`src/rtl/fp_mult_pipe.sv`:
```
// Pipelined IEEE-754 binary multiplier with parametrised formats, four rounding modes,
// full subnormal support and exception flags; valid/ready on both sides, STAGES-cycle latency.
module fp_mult_pipe #(
    parameter int EXP_W  = 8,
    parameter int MAN_W  = 23,
    parameter int STAGES = 3
) (
    input  logic                     clk,
    input  logic                     rst,
    input  logic                     in_valid,
    output logic                     in_ready,
    input  logic [EXP_W+MAN_W:0]     a,
    input  logic [EXP_W+MAN_W:0]     b,
    input  logic [1:0]               rnd_mode,
    output logic                     out_valid,
    input  logic                     out_ready,
    output logic [EXP_W+MAN_W:0]     result,
    output logic [3:0]               flags
);

    localparam int W       = 1 + EXP_W + MAN_W;
    localparam int SIG_W   = MAN_W + 1;
    localparam int PROD_W  = 2 * SIG_W;
    localparam int ES_W    = EXP_W + 3;
    localparam int XW      = EXP_W + 8;   // headroom for exponent minus a full-width leading-zero count
    localparam int LZ_W    = $clog2(PROD_W);
    localparam int BIAS    = (1 << (EXP_W - 1)) - 1;
    localparam int EXP_MAX = (1 << EXP_W) - 1;

    typedef enum logic [1:0] {
        RNE = 2'b00,
        RTZ = 2'b01,
        RUP = 2'b10,
        RDN = 2'b11
    } rnd_e;

    typedef struct packed {
        logic              sign;
        rnd_e              rnd;
        logic              special;
        logic              spec_nv;
        logic [W-1:0]      spec_res;
        logic [PROD_W-1:0] prod;
        logic [ES_W-1:0]   exp_sum;
    } stage_t;

    // ---------------- stage 1: unpack, classify, multiply ----------------
    logic               sa, sb;
    logic [EXP_W-1:0]   ea, eb, eff_ea, eff_eb;
    logic [MAN_W-1:0]   fa, fb;
    logic [SIG_W-1:0]   sig_a, sig_b;
    logic               a_zero, b_zero, a_inf, b_inf, a_nan, b_nan, a_snan, b_snan, inf_zero;
    stage_t             s1_d;

    assign {sa, ea, fa} = a;
    assign {sb, eb, fb} = b;

    assign a_zero = (ea == '0) && (fa == '0);
    assign b_zero = (eb == '0) && (fb == '0);
    assign a_inf  = (ea == '1) && (fa == '0);
    assign b_inf  = (eb == '1) && (fb == '0);
    assign a_nan  = (ea == '1) && (fa != '0);
    assign b_nan  = (eb == '1) && (fb != '0);
    assign a_snan = a_nan && !fa[MAN_W-1];
    assign b_snan = b_nan && !fb[MAN_W-1];
    assign inf_zero = (a_inf && b_zero) || (b_inf && a_zero);

    // Subnormals carry no implicit one and share the exponent of the smallest normal.
    assign sig_a  = {ea != '0, fa};
    assign sig_b  = {eb != '0, fb};
    assign eff_ea = (ea == '0) ? EXP_W'(1) : ea;
    assign eff_eb = (eb == '0) ? EXP_W'(1) : eb;

    always_comb begin
        // NOTE: every field gets a default first so no path through the block leaves a latch.
        s1_d         = '0;
        s1_d.sign    = sa ^ sb;
        s1_d.rnd     = rnd_e'(rnd_mode);
        s1_d.prod    = PROD_W'(sig_a) * PROD_W'(sig_b);
        s1_d.exp_sum = ES_W'(eff_ea) + ES_W'(eff_eb) - ES_W'(BIAS);
        if (a_nan || b_nan || inf_zero) begin
            s1_d.special  = 1'b1;
            s1_d.spec_nv  = a_snan || b_snan || inf_zero;
            s1_d.spec_res = {1'b0, {EXP_W{1'b1}}, 1'b1, {(MAN_W-1){1'b0}}};
        end else if (a_inf || b_inf) begin
            s1_d.special  = 1'b1;
            s1_d.spec_res = {sa ^ sb, {EXP_W{1'b1}}, {MAN_W{1'b0}}};
        end else if (a_zero || b_zero) begin
            s1_d.special  = 1'b1;
            s1_d.spec_res = {sa ^ sb, {(EXP_W+MAN_W){1'b0}}};
        end
    end

    // ---------------- pipeline registers ----------------
    logic              stall;
    logic [STAGES-2:0] vld;
    stage_t            pipe [STAGES-1];
    logic [W-1:0]      res_d;
    logic [3:0]        flags_d;

    assign stall    = out_valid && !out_ready;
    assign in_ready = !stall;

    // NOTE: sequential state uses non-blocking assignments so every stage samples pre-edge values.
    always_ff @(posedge clk or posedge rst) begin
        if (rst) begin
            vld       <= '0;
            out_valid <= 1'b0;
            result    <= '0;
            flags     <= '0;
        end else if (!stall) begin
            vld[0] <= in_valid;
            for (int k = 1; k < STAGES - 1; k++) vld[k] <= vld[k-1];
            out_valid <= vld[STAGES-2];
            if (vld[STAGES-2]) begin
                result <= res_d;
                flags  <= flags_d;
            end
        end
    end

    // NOTE: payload registers are left unreset; the valid bits alone decide whether they matter.
    always_ff @(posedge clk) begin
        if (!stall) begin
            pipe[0] <= s1_d;
            for (int k = 1; k < STAGES - 1; k++) pipe[k] <= pipe[k-1];
        end
    end

    // ---------------- final stage: normalise, denormalise, round ----------------
    stage_t              q;
    logic [LZ_W-1:0]     lz;
    logic [PROD_W-1:0]   norm;
    logic [XW-1:0]       exp_n, sh_full, sh, exp_f;
    logic                tiny, grd, rnd_bit, stk, inexact, round_up, ovf;
    logic [2*PROD_W-1:0] wide;
    logic [SIG_W-1:0]    kept;
    logic [SIG_W:0]      sig_r;

    assign q = pipe[STAGES-2];

    always_comb begin
        lz = '0;
        for (int i = 0; i < PROD_W; i++) begin
            if (q.prod[i]) lz = LZ_W'(PROD_W - 1 - i);
        end
        norm    = q.prod << lz;
        exp_n   = {{(XW-ES_W){q.exp_sum[ES_W-1]}}, q.exp_sum} + XW'(1) - XW'(lz);
        tiny    = exp_n[XW-1] || (exp_n == '0);
        sh_full = XW'(1) - exp_n;
        sh      = '0;
        if (tiny) sh = (sh_full > XW'(PROD_W)) ? XW'(PROD_W) : sh_full;

        // Bits pushed below the product window land in the low half and feed sticky.
        wide    = {norm, {PROD_W{1'b0}}} >> sh;
        kept    = wide[2*PROD_W-1 -: SIG_W];
        grd     = wide[PROD_W+MAN_W];
        rnd_bit = wide[PROD_W+MAN_W-1];
        stk     = |wide[PROD_W+MAN_W-2:0];
        inexact = grd || rnd_bit || stk;

        round_up = 1'b0;
        case (q.rnd)
            RNE: round_up = grd && (rnd_bit || stk || kept[0]);
            RTZ: round_up = 1'b0;
            RUP: round_up = inexact && !q.sign;
            RDN: round_up = inexact && q.sign;
            default: round_up = 1'b0;
        endcase

        // A carry into the implicit position turns the max subnormal into the min normal.
        sig_r = {1'b0, kept} + (SIG_W+1)'(round_up);
        exp_f = tiny ? XW'(sig_r[MAN_W]) : exp_n + XW'(sig_r[MAN_W+1]);
        ovf   = !tiny && (exp_f >= XW'(EXP_MAX));

        res_d   = {q.sign, exp_f[EXP_W-1:0], sig_r[MAN_W-1:0]};
        flags_d = {1'b0, 1'b0, tiny && inexact, inexact};

        if (ovf) begin
            flags_d = 4'b0101;
            if ((q.rnd == RTZ) || (q.rnd == RUP && q.sign) || (q.rnd == RDN && !q.sign))
                res_d = {q.sign, {(EXP_W-1){1'b1}}, 1'b0, {MAN_W{1'b1}}};
            else
                res_d = {q.sign, {EXP_W{1'b1}}, {MAN_W{1'b0}}};
        end

        if (q.special) begin
            res_d   = q.spec_res;
            flags_d = {q.spec_nv, 3'b000};
        end
    end

endmodule

```
`config.mk`:
```
export PLATFORM = sky130hd
export DESIGN_NAME = fp_mult_pipe
export DESIGN_NICKNAME = d
export VERILOG_FILES = /design/src/rtl/fp_mult_pipe.sv
export SDC_FILE = /design/constraint.sdc
export NUM_CORES = 2
export LEC_CHECK = 0
export BUFFER_PORTS_ARGS = -buffer_cell sky130_fd_sc_hd__buf_2
export CAP_MARGIN = 20
export CORE_MARGIN = 5
export CORE_UTILIZATION = 40
export DETAILED_ROUTE_END_ITERATION = 8
export PLACE_DENSITY_LB_ADDON = 0.12
export SLEW_MARGIN = 5
export SYNTH_ARGS = -nofsm -noshare
export SYNTH_HDL_FRONTEND = slang
export SYNTH_SLANG_ARGS = --single-unit
```
`constraint.sdc`:
```
create_clock -name clk -period 22.6 [get_ports clk]
set_input_delay 1.13 -clock clk [delete_from_list [all_inputs] [get_ports clk]]
set_output_delay 1.13 -clock clk [all_outputs]
set_load 0.01 [all_outputs]
```
## Word-level counts from Yosys, hierarchy flattened

Memory sizes are Yosys's and may differ from the RTL's.
Cells that the tools add are included.

- Bits in registers: 39
- Bits in latches: 0
- Bits in writable memories: 192
- ROM bits: 0
- Input bits: 70
- Logic and storage cells: 141
- Memories kept: 1

- Add/subtract/negate cells: 7
- Multipliers: 1
- Div/mod/pow operators: 0
- Magnitude comparators: 2
- Eq/ne operators: 5
- Shift operators: 2
- Multiplexer cells: 67
- Bitwise gates (word level): 2
- Reduce and logical (&&, ||, !) cells: 50

Memory list:

| memory | words | width | rd ports | clocked after memory_dff | write ports | line | text |
|---|---|---|---|---|---|---|---|
| pipe | 2 | 96 | 2 | 0 | 2 | 97 | `stage_t pipe [STAGES-1];` |

Operators with widths:

| kind | number |
|---|---|
| $mux W6 | 48 |
| $mux W32 | 4 |
| $shr A96 B16 Y96 | 1 |
| $reduce_or A70 Y1 | 1 |
| $mul A24 B24 Y48 | 1 |
| $mux W16 | 3 |
| $shl A48 B6 Y48 | 1 |
| $logic_not A23 Y1 | 2 |
| $reduce_bool A23 Y1 | 2 |
| $mux W31 | 1 |
| $add A24 B1 Y25 | 1 |
| $mux W24 | 1 |
| $logic_and A1 B1 Y1 | 18 |
| $eq A8 B8 Y1 const B | 2 |
| $ge A16 B8 Y1 const B | 1 |
| $gt A16 B6 Y1 const B | 1 |
| $logic_not A16 Y1 | 1 |
| $logic_not A8 Y1 | 2 |
| $mux W8 | 2 |
| $reduce_bool A8 Y1 | 2 |
| $add A13 B2 Y14 | 1 |
| $logic_or A1 B1 Y1 | 14 |
| $sub A2 B13 Y14 const A | 1 |
| $sub A12 B7 Y13 | 1 |
| 14 further kinds | 24 |

## Logic depth before layout (Yosys ltp)

An unclocked memory read counts as a cell.

- Depth after elaboration: 67
- Mapped depth: 60
- Gate-level depth less buffers: 51

## Worst setup path after synthesis

OpenSTA, ideal clock, no wires.

- Path type: reg-to-reg
- From: memory pipe[0][134] (netlist bit)
- To: register result[11]
- Arrival time: 11.787 ns
- Data required time: 22.474 ns
- Setup slack: 10.687 ns
- Stages on the path, launching flop included: 53
- Cell sequence: edfxtp_1 > nor4_2 > o21ai_0 > a31o_1 > buf_2 > o211ai_1 > nand2_1 > inv_2 > buf_2 > buf_2 > buf_1 > ha_1 > inv_1 > ha_1 > inv_1 > fa_1 > nor2b_1 > nand3_1 > [... 17 more ...] > ha_1 > nand2_1 > o41a_1 > nand2b_4 > nor4_2 > and3_1 > and4b_1 > ha_1 > nand2_1 > nor3_1 > and3_1 > xnor2_1 > or4b_2 > a21oi_1 > a311oi_1 > and2_0 > clkbuf_1 > a221o_1

RTL lines:

| what | line | text |
|---|---|---|
| from (decl) | 97 |  |
| to (signal assigned) | 116 | `result <= res_d;` |
| to (decl) | 17 | `output logic [EXP_W+MAN_W:0] result,` |

==> metrics.sh <==
GP_ROUTABILITY_CONGESTION=1.00
CLKSLEWWORSTSETUPHOLDPATHS_PS=70
FINAL_MIN_PERIOD_OVER_CLOCK_PERIOD_PCT=60.3
ROWS=108
POST-CTS-SETUP-BUFFER-COUNT=0
SYN_NETS=4903
CTS_HOLD_BUF=0
FINAL_SETUP_VIOLS=0
GLOBAL_ROUTE.USAGE.TOTAL_PCT=25.2
TRITONCTS='done'
FINISH.UTILIZATION_PCT=42.4
DRC=0
YOSYSTOPAREACELLSHARE_PCT=27.6
SLOWEST_DELAY_PS=720
CRITICAL_PATH.ENDPOINT_TYPE='flop'
CLOCK_TREE_SKEW_AFTER_FINAL_LAYOUT_PS=18.9
POST_SYNTH_EDFFS=132
CTS_RESIZED=0
CTS_ROOT_BUF='sky130_fd_sc_hd__clkbuf_16'
CTS_MAX_PATH_BUFFERS=2
SYNTH_LARGEST_AREA_CELL='sky130_fd_sc_hd__fa_1'
OVERALL_OVERFLOW_REMAINING_AFTER_GLOBAL_ROUTE=0
PORT_BUFFERS=107
SYNTHFLOPTYPE='sky130_fd_sc_hd__edfxtp_1'
REG2REG_FROM='pipe[0][123]'
YOSYSWARNINGS=0
CLOCK-SINKS=171
ANTENNA_LEFT=0
CP_COMMON_CELL='sky130_fd_sc_hd__ha_1'
DRT_ITER0_MARKERS=3040
FP.DIEH_UM=306
POSTLAYOUTSETUPSLACKWORST_PS=8960
PLACE_HPWL_MM=90.2
ANTENNA_FIX_CELLS=0
SYNTH.FF_LATCH_COUNT=171
TIMING.REG2REG.WORST_PATH_DEPTH=49
ROUTE.FINAL.WIRE_LENGTH_MM=120
POST_SYNTH_MAIN_AREA_CONTRIBUTORS='sky130_fd_sc_hd__fa_1 28%, sky130_fd_sc_hd__edfxtp_1 11%, sky130_fd_sc_hd__ha_1 7.5%'
DP_SLACK_PS=9200
WORST_SLEW_MARGIN_REL_PCT=22.3
POST_SYNTH_NUM_CELL_TYPES=115
HOLD_START='pipe[0][31]'
SYN-MEAN-INSTANCE-AREA_UM2=8.49
RSZ0062_AT_GRT='no'
CORE_AREA_MM2=0.0870
SYNTHESIS.INSTANCES=4138
FLOORPLAN.INITIALDENSITY_PCT=40.4
PATH_CLASS='reg -> reg'
HTREE_LEVELS=4
WORSTSKEWPAIRLATENCY_PS=460
MAXSLEWVIOLCOUNT=0
TIMING.REG2REG.SETUP_SLACK_PS=8960
WORSTPATHREQUIRED_PS=22930
AREAGROWTHSYNTHTOFINISH_PCT=4.90
SYNTHARSTFLOPSHARE_PCT=22.8
REPORT.FINAL.HOLD_VIOL_COUNT=0
CHIPWIDTH_UM=306
GRT_PASS1_WL_MM=188
YOSYSMOSTFREQUENTCELL='sky130_fd_sc_hd__nand2_1'
CP_DATA_ARRIVAL_TIME_PS=13970
DIE-AREA_MM2=0.0939
SETUP_TNS_PS=0
LAYOUT_MIN_CYCLE_TIME_PS=13640
POST_SYNTH_MOST_FREQUENT_CELLS='593 x sky130_fd_sc_hd__nand2_1, 546 x sky130_fd_sc_hd__inv_1, 484 x sky130_fd_sc_hd__fa_1'
R2R_END='result[20]'
CRITPATHMAXFANOUT=45
CRIT_PATH_START_KIND='flop'
ROUTEDWLPERCELL_UM=23.2
GRT_PASS1_VIAS=31400
ROUTED-VIA-COUNT=31000
VIA_PER_INST=5.97
SYNTHESIS.AREA_MM2=0.0351
FLOORPLAN.IO_PINS=108
SYNTH_SEQUENTIAL_AREA_RATIO_PCT=14.1
MAXCLOCKFREQUENCY_MHz=73.3
HOLD_PATH_END='pipe[0][127]'
TIMING.HOLD.WORST.CLASS='reg -> reg'
DRV.MAX_CAP_VIOLATION_COUNT=0
ANTENNA_FOUND_INITIAL=1
HOLD-PATH-CELL-COUNT=0
TIGHTESTPINTRANSITION_PS=1170
DRIVE_ABOVE_1_SHARE_PCT=7.52
RUN_STATUS='finished, final reports clean'
NUMBER_OF_BUFFERS_CREATED_BY_CTS=17
LAYOUT.FILLER_CELLS=8931
DRTPASS1ITERATIONS=6
MAXIMUM_NUMBER_OF_PINS_ON_ONE_NET_BEFORE_GLOBAL_ROUTE_REPAIR=73
LAYOUT.NETS=4781
WORST_HOLD_SLACK_PS=418
CRITICAL_PATH.SLOWEST_CELL='sky130_fd_sc_hd__fa_1'
-- through the flow --
stage | area, um^2 | cells
after global routing | 36900 | 5184
after global placement | 36300 | 5152
final | 36900 | 5184
after detailed placement | 36300 | 5152
after CTS | 36900 | 5184
after floorplan | 35100 | 4138
-- per-layer routing --
| layer | track usage, % | up-vias | share of wire, % |
|---|---|---|---|
| met5 | 0 | - | 0.0058 |
| met4 | 8.52 | 2 | 3.7 |
| met3 | 3.65 | 252 | 7.1 |
| met2 | 40.1 | 1358 | 45 |
| met1 | 35.6 | 15500 | 44 |
| li1 | - | 13800 | - |
-- state kept, by name, indices dropped and copies added (netlist names) --
register	cells
flags	4
out_valid	1
pipe	132
result	32
vld	2
-- layout by cell type (no fill, tap or decap), drive strengths merged, types with 14 or more instances in the layout --
cell type,count
nand2,593
inv,556
fa,484
and2,228
ha,211
nor2,182
o21ai,158
buf,155
a21oi,148
edfxtp,132
nand3,107
nor3,80
nor4,66
nand4,57
xnor2,57
o211ai,53
o31ai,46
mux2i,44
dfrtp,39
a211oi,38
a31oi,33
a21o,33
and3,30
mux2,27
o22ai,27
a221oi,22
a221o,21
or3,20
nand2b,20
xor2,18
o221ai,18
clkbuf,17
o21a,16
nor2b,16
or2,15
a311oi,15
a2111oi,15
a22o,14
-- worst max-delay path, delay by kind of cell, from the launching register on --
kind / cells / cell delay (ps)
xor+xnor: 1 / 90
simple gates: 21 / 5530
compound gates: 14 / 4000
fa+ha+maj: 6 / 1770
mux: 1 / 340
flops: 1 / 600
buf+inv: 6 / 1110
-- layout make-up --
class | instances | area, um^2 | area share [%]
Inverter | 550 | 2070 | 5.61
Multi-Input combinational cell | 3121 | 26900 | 73.0
Sequential cell | 171 | 4940 | 13.4
Timing Repair Buffer | 155 | 896 | 2.43
Clock buffer | 17 | 425 | 1.15
Tap cell | 1155 | 1450 | 3.92
Clock inverter | 15 | 179 | 0.485
-- how the worst max path moves through the flow --
stage / from / to / slack, ps
floorplan: pipe[0][134] / result[11] / 10690
global placement: pipe[0][154] / result[8] / 9360
detailed placement: pipe[0][154] / result[9] / 9200
CTS: pipe[0][144] / result[20] / 9120
global route: pipe[0][123] / result[20] / 7820
finish: pipe[0][123] / result[20] / 8960
-- cell families (layout without fill, tap and decap cells) --
group | Yosys count | count (layout) | share of synthesized area, %
AOI/OAI and AO/OA | 810 | 810 | 16.4
buffers and inverters | 846 | 737 | 9.57
DFF | 171 | 171 | 14.1
muxes | 74 | 74 | 2.32
and+or+nand+nor | 1467 | 1467 | 20.6
xor gates and xnor gates | 75 | 75 | 1.89
adders and majority gates | 695 | 695 | 35.1
Power is not shown: default switching activity piles up to over one toggle a cycle in this logic, so the estimate is an artifact.
